==> src/rtl/tsw_pkg.sv <==
// Shared constants for the tact-switch conditioner: key indices, repeat-state
// encoding and a small helper used to size the repeat counter.
package tsw_pkg;

  localparam int unsigned NUM_KEYS = 8;

  localparam int unsigned KEY_MIN_UP  = 0;
  localparam int unsigned KEY_HOUR_UP = 1;
  localparam int unsigned KEY_MODE    = 2;
  localparam int unsigned KEY_CLR     = 3;

  localparam logic [1:0] RPT_IDLE   = 2'd0;
  localparam logic [1:0] RPT_DELAY  = 2'd1;
  localparam logic [1:0] RPT_REPEAT = 2'd2;

  function automatic int unsigned max_u(input int unsigned a, input int unsigned b);
    return (a > b) ? a : b;
  endfunction

endpackage

==> src/rtl/tsw_key.sv <==
// One key: two-flop synchroniser, tick-based debounce and, when
// TSW_AUTOREPEAT_EN is defined, the press/auto-repeat step FSM.
module tsw_key
  import tsw_pkg::*;
#(
  parameter int unsigned DEB_TICKS = 10
`ifdef TSW_AUTOREPEAT_EN
  ,
  parameter int unsigned RPT_DELAY = 500,
  parameter int unsigned RPT_RATE  = 150
`endif
) (
  input  logic clk_i,
  input  logic rst_i,
  input  logic tick_i,
  input  logic tsw_n_i,
  output logic lvl_o,
  output logic prs_o,
  output logic rel_o,
  output logic rpt_o
);

  localparam int unsigned DW = $clog2(DEB_TICKS + 1);

  logic          s1_q, s2_q;
  logic          sync;
  logic [DW-1:0] cnt_q, cnt_d;
  logic          lvl_q, lvl_d;
  logic          prs_q, prs_d;
  logic          rel_q, rel_d;

  // Synchroniser idles at 1 (released) so reset never fakes a press.
  always_ff @(posedge clk_i) begin
    if (rst_i) begin
      s1_q <= 1'b1;
      s2_q <= 1'b1;
    end else begin
      s1_q <= tsw_n_i;
      s2_q <= s1_q;
    end
  end

  assign sync = ~s2_q;

  always_comb begin
    cnt_d = cnt_q;
    lvl_d = lvl_q;
    prs_d = 1'b0;
    rel_d = 1'b0;
    if (sync == lvl_q) begin
      cnt_d = '0;
    end else if (tick_i) begin
      if (cnt_q == DW'(DEB_TICKS - 1)) begin
        lvl_d = ~lvl_q;
        cnt_d = '0;
        prs_d = sync;
        rel_d = ~sync;
      end else begin
        cnt_d = cnt_q + DW'(1);
      end
    end
  end

  always_ff @(posedge clk_i) begin
    if (rst_i) begin
      cnt_q <= '0;
      lvl_q <= 1'b0;
      prs_q <= 1'b0;
      rel_q <= 1'b0;
    end else begin
      cnt_q <= cnt_d;
      lvl_q <= lvl_d;
      prs_q <= prs_d;
      rel_q <= rel_d;
    end
  end

  assign lvl_o = lvl_q;
  assign prs_o = prs_q;
  assign rel_o = rel_q;

`ifdef TSW_AUTOREPEAT_EN
  localparam int unsigned RW = $clog2(max_u(RPT_DELAY, RPT_RATE) + 1);

  logic [1:0]    st_q, st_d;
  logic [RW-1:0] rcnt_q, rcnt_d;
  logic          rpt_q, rpt_d;

  // Release wins over everything and never emits a step in its own cycle.
  always_comb begin
    st_d   = st_q;
    rcnt_d = rcnt_q;
    rpt_d  = 1'b0;
    if (rel_d) begin
      st_d   = tsw_pkg::RPT_IDLE;
      rcnt_d = '0;
    end else if (prs_d) begin
      st_d   = tsw_pkg::RPT_DELAY;
      rcnt_d = '0;
      rpt_d  = 1'b1;
    end else begin
      case (st_q)
        tsw_pkg::RPT_DELAY: begin
          if (tick_i) begin
            if (rcnt_q == RW'(RPT_DELAY - 1)) begin
              rpt_d  = 1'b1;
              rcnt_d = '0;
              st_d   = tsw_pkg::RPT_REPEAT;
            end else begin
              rcnt_d = rcnt_q + RW'(1);
            end
          end
        end
        tsw_pkg::RPT_REPEAT: begin
          if (tick_i) begin
            if (rcnt_q == RW'(RPT_RATE - 1)) begin
              rpt_d  = 1'b1;
              rcnt_d = '0;
            end else begin
              rcnt_d = rcnt_q + RW'(1);
            end
          end
        end
        default: ;
      endcase
    end
  end

  always_ff @(posedge clk_i) begin
    if (rst_i) begin
      st_q   <= tsw_pkg::RPT_IDLE;
      rcnt_q <= '0;
      rpt_q  <= 1'b0;
    end else begin
      st_q   <= st_d;
      rcnt_q <= rcnt_d;
      rpt_q  <= rpt_d;
    end
  end

  assign rpt_o = rpt_q;
`else
  assign rpt_o = prs_q;
`endif

endmodule

==> src/rtl/tsw_conditioner.sv <==
// Conditions the 8 active-low tact switches: shared sample-tick prescaler plus
// one tsw_key per switch. Auto-repeat is built only with TSW_AUTOREPEAT_EN.
module tsw_conditioner
  import tsw_pkg::*;
#(
  parameter int unsigned TICK_DIV  = 50000,
  parameter int unsigned DEB_TICKS = 10,
  parameter int unsigned RPT_DELAY = 500,
  parameter int unsigned RPT_RATE  = 150
) (
  input  logic       pCLK,
  input  logic       pRST,
  input  logic [7:0] TSW,
  output logic [7:0] KEY_LVL,
  output logic [7:0] KEY_PRS,
  output logic [7:0] KEY_REL,
  output logic [7:0] KEY_RPT
);

  localparam int unsigned TW = $clog2(TICK_DIV);

  if (TICK_DIV < 2 || DEB_TICKS < 1 || RPT_DELAY < 1 || RPT_RATE < 1) begin : g_param_err
    $error("tsw_conditioner: illegal parameter values");
  end

  logic [TW-1:0] pre_q, pre_d;
  logic          tick_q, tick_d;

  always_comb begin
    tick_d = (pre_q == TW'(TICK_DIV - 1));
    pre_d  = tick_d ? '0 : pre_q + TW'(1);
  end

  always_ff @(posedge pCLK) begin
    if (pRST) begin
      pre_q  <= '0;
      tick_q <= 1'b0;
    end else begin
      pre_q  <= pre_d;
      tick_q <= tick_d;
    end
  end

  for (genvar i = 0; i < NUM_KEYS; i++) begin : g_key
    tsw_key #(
      .DEB_TICKS(DEB_TICKS)
`ifdef TSW_AUTOREPEAT_EN
      ,
      .RPT_DELAY(RPT_DELAY),
      .RPT_RATE (RPT_RATE)
`endif
    ) u_key (
      .clk_i  (pCLK),
      .rst_i  (pRST),
      .tick_i (tick_q),
      .tsw_n_i(TSW[i]),
      .lvl_o  (KEY_LVL[i]),
      .prs_o  (KEY_PRS[i]),
      .rel_o  (KEY_REL[i]),
      .rpt_o  (KEY_RPT[i])
    );
  end

endmodule

==> config.mk <==
export PLATFORM = sky130hd
export DESIGN_NAME = tsw_conditioner
export DESIGN_NICKNAME = d
export VERILOG_FILES = /design/src/rtl/tsw_pkg.sv /design/src/rtl/tsw_key.sv /design/src/rtl/tsw_conditioner.sv
export SDC_FILE = /design/constraint.sdc
export NUM_CORES = 1
export LEC_CHECK = 0
export BUFFER_PORTS_ARGS = -buffer_cell sky130_fd_sc_hd__buf_2
export CORE_MARGIN = 4
export CORE_UTILIZATION = 25
export CTS_CLUSTER_SIZE = 30
export DETAILED_ROUTE_END_ITERATION = 7
export GPL_TIMING_DRIVEN = 0
export SYNTH_ARGS = -nofsm -noshare
export SYNTH_HDL_FRONTEND = slang
export SYNTH_HIERARCHICAL = 1
export SYNTH_SLANG_ARGS = --single-unit
==> constraint.sdc <==
create_clock -name pCLK -period 4.67 [get_ports pCLK]
set_input_delay 0.2335 -clock pCLK [delete_from_list [all_inputs] [get_ports pCLK]]
set_output_delay 0.2335 -clock pCLK [all_outputs]
set_load 0.01 [all_outputs]
==> run_results.csv <==
group,metric,value,unit
detailed_routing,wire_per_inst,11.3,um
detailed_routing,drt_iter0_drc,114,
worst_setup_path,critical_path.reg2reg.endpoint,"g_key[3].u_key/lvl_o$_SDFFE_PP0P_",
clocking,num_cts_buffers,9,
worst_hold_path,hold_class,"in -> reg",
worst_setup_path,r2r_slack,2.92,ns
worst_setup_path,setup.worst_path.end_class,"flop",
worst_setup_path,rr_worst_depth,3,
synth,synth.largest_area_cell,"dfxtp_1",
clocking,ctsRootBufferMaster,"clkbuf_16",
grt,grt_util_all_layers,8.62,%
clocking,worst_skew_pair.late_latency,0.34,ns
detailed_routing,drt.antenna.violating_nets,0,
layout,stdcell_area,0.00441,mm2
pwr,total_leakage_power,1.61,nW
grt,grt_overflow_total,0,
clocking,cts_hold_repair.buffers,0,
clocking,cts_setup_buffers,0,
layout,multi_input_area,0.00181,mm2
sta,timing.fmax,0.573,GHz
detailed_routing,detail_route.drc_violations,0,
layout,finish.utilization,30.4,%
synth,yosysUniqueCellTypes,29,
synth,post_synth_inst_count,362,
layout,synthToLayoutAreaGrowth,20.0,%
layout,final_layout_size_suffix_gt1_share,24.3,%
clocking,clock_tree.buffer_depth,2,
sta,period_needed,1.75,ns
placement,detailed_place_hpwl,4.68,mm
sta,worst_pin_slew,0.823,ns
synth,synthesis.yosys.warnings,6,
synth,most_used_standard_cells_in_the_synthesized_netlist,"89 x dfxtp_1, 42 x nor2_1, 29 x xnor2_1",
grt,antenna_found_initial,0,
die,top_level_ports,42,
sta,holdWs,0.0698,ns
sta,report.final.setup_viol,0,
synth,ys_ff_latch,89,
synth,synth-edff-count,0,
sta,timing.setup.tns,0,ns
clocking,clk_pin_slew_worst_paths,0.06,ns
sta,finalHoldViolations,0,
die,die_area,0.0167,mm2
pwr,p_switching,0.326,mW
worst_hold_path,min_to,"g_key[4].u_key/s1_q$_SDFF_PP1_",
worst_setup_path,cp.required,4.90,ns
grt,maximum_number_of_pins_on_one_net_before_global_route_repair,52,
layout,final_nets,425,
synth,post_synth_instance_area,0.00367,mm2
sta,period_share,37.4,%
sta,timing.slew.headroom,45.2,%
pwr,seq_power_share,50.9,%
pwr,power_frac_clock,47.2,%
pwr,internal-power,1.20,mW
synth,synthFlopType,"dfxtp_1",
layout,nFillCells,1466,
synth,synth_seq_area_share,48.5,%
synth,main_area_contributors_after_synthesis,"dfxtp_1 49%, xnor2_1 6.9%, nor3b_2 5.5%, and4b_1 4.4%, nor2_1 4.3%",
worst_setup_path,timing.setup.critical_path_class,"reg -> reg",
die,initial_util,25.4,%
layout,diodes,0,
die,die_width,129,um
placement,placer_congestion_estimate,0.767,
clocking,tritoncts,"yes",
grt,first_global_vias,2567,
detailed_routing,first_pass_iteration_count_of_the_detailed_router,4,
outcome,status,"complete, no violations",
synth,syn_avg_cell_area,10.1,um2
worst_setup_path,worstPathMaxFanout,32,
detailed_routing,drt-total-wl,6.80,mm
pwr,power.share.combinational,1.9,%
detailed_routing,viasPerCell,4.33,
clocking,cts.htree.levels,3,
synth,syn_nets,373,
sta,unrepaired_setup_endpoints_after_global_routing,"no",
die,core_region_area,0.0145,mm2
pwr,power.switching_fraction,21.4,%
pwr,power_per_cell_area,345,mW/mm2
clocking,postCtsResizedCells,0,
pwr,vdd_drop_max,0.155,mV
sta,finClkSkew,0.00572,ns
worst_setup_path,rr_startpoint,"tick_q$_SDFF_PP0_",
worst_setup_path,worst_path_arrival_time,1.97,ns
worst_setup_path,worstSetupStartpointType,"flop",
clocking,clock_sink_count,89,
synth,postSynth.asyncResetShare,0,%
worst_hold_path,hold_path_depth,2,
sta,slew_limit_fails,0,
grt,wire_length_of_the_first_global_routing_pass,11.7,mm
die,std_cell_rows,44,
detailed_routing,via_total_after_detailed_routing,2610,
job,max_cap_violations,0,
placement,detailed_place.area,0.00411,mm2
synth,yosysTopAreaCellShare,48.5,%
placement,numPortBuffers,41,
worst_hold_path,min-delay-start,"TSW[4]",
die,die_height,129,um
layout,seqCellArea,0.00178,mm2
synth,yosysMostFrequentCell,"dfxtp_1",
==> stage by stage <==
step,std cells,worst slack [ns],total power [mW]
4_1_cts,603,2.46,1.56
6_report,603,2.92,1.52
2_1_floorplan,362,2.89,0.808
3_5_place_dp,587,2.46,0.823
3_3_place_gp,587,2.54,0.821
5_1_grt,603,2.80,1.59
==> routing by layer <==
| metal | track usage (%) | part of all wire, % | vias to the layer above |
|---|---|---|---|
| met5 | 0 | 0 | - |
| met4 | 4.51 | 2.0 | 0 |
| met3 | 2.39 | 3.9 | 9 |
| met2 | 14.1 | 47 | 33 |
| met1 | 10.3 | 47 | 1242 |
| li1 | - | - | 1326 |
==> worst max-delay path by stage <==
stage	end	slack (ns)	startpoint
2_1_floorplan	g_key[0].u_key/lvl_o$_SDFFE_PP0P_	2.89	tick_q$_SDFF_PP0_
3_3_place_gp	g_key[3].u_key/lvl_o$_SDFFE_PP0P_	2.54	tick_q$_SDFF_PP0_
3_5_place_dp	g_key[3].u_key/lvl_o$_SDFFE_PP0P_	2.46	tick_q$_SDFF_PP0_
4_1_cts	g_key[4].u_key/lvl_o$_SDFFE_PP0P_	2.46	tick_q$_SDFF_PP0_
5_1_grt	g_key[3].u_key/lvl_o$_SDFFE_PP0P_	2.80	tick_q$_SDFF_PP0_
6_report	g_key[3].u_key/lvl_o$_SDFFE_PP0P_	2.92	tick_q$_SDFF_PP0_
==> layout make-up <==
cell class | instances | area share [%]
multi-input combinational | 261 | 41.1
sequential | 89 | 40.5
tap | 184 | 5.23
clock buffer | 10 | 5.20
timing repair buffer | 41 | 4.66
clock inverter | 6 | 1.56
buffer | 9 | 1.53
inverter | 3 | 0.256
==> state kept, by name, summed over array words and instances (netlist names) <==
register,cells
g_key.u_key/cnt_q,32
g_key.u_key/lvl_o,8
g_key.u_key/s2_q,8
pre_q,16
g_key.u_key/prs_o,8
g_key.u_key/rel_o,8
tick_q,1
g_key.u_key/s1_q,8
==> cells in the final DEF, fill, tap and decap left out, drive strengths merged, types with 2 or more instances in the layout <==
| cell | n |
|---|---|
| inv | 3 |
| nand2 | 20 |
| o21ai | 16 |
| clkbuf | 10 |
| nor2b | 24 |
| or2 | 16 |
| nand3 | 13 |
| xnor2 | 29 |
| nor3 | 4 |
| nor4 | 4 |
| nand4 | 4 |
| nor3b | 16 |
| buf | 50 |
| nor2 | 45 |
| nand2b | 9 |
| dfxtp | 89 |
| mux2 | 8 |
| and4b | 16 |
| clkinvlp | 4 |
| a21oi | 16 |
| xor2 | 9 |
| and4bb | 2 |
| or3 | 8 |
==> worst max-delay path, cell delays in order, from the launching register on <==
cell and delay, ns:
dfxtp_2 0.82, nand2_2 0.16, nor3b_2 0.30, mux2_1 0.34
==> power by group through the flow <==
| stage | sequential [mW] | clock (mW) | combinational [mW] |
|---|---|---|---|
| finish | 0.775 | 0.718 | 0.0291 |
| global route | 0.776 | 0.782 | 0.0334 |
| CTS | 0.775 | 0.756 | 0.0302 |
| detailed placement | 0.793 | 0 | 0.0301 |
| global placement | 0.792 | 0 | 0.0290 |
| floorplan | 0.791 | 0 | 0.0171 |
==> cell families (layout without fill, tap and decap cells) <==
| kind of cell | Yosys count | after routing | share of synthesized area (%) |
|---|---|---|---|
| adders and majority gates | 1 | 1 | 0.341 |
| xor gates and xnor gates | 38 | 38 | 9.07 |
| buffers and inverters | 12 | 69 | 2.15 |
| muxes | 8 | 8 | 2.45 |
| AOI/OAI and AO/OA | 32 | 32 | 4.36 |
| and+or+nand+nor | 182 | 182 | 33.1 |
| DFF | 89 | 89 | 48.5 |
No activity file was read; power rests on OpenSTA's default activity.
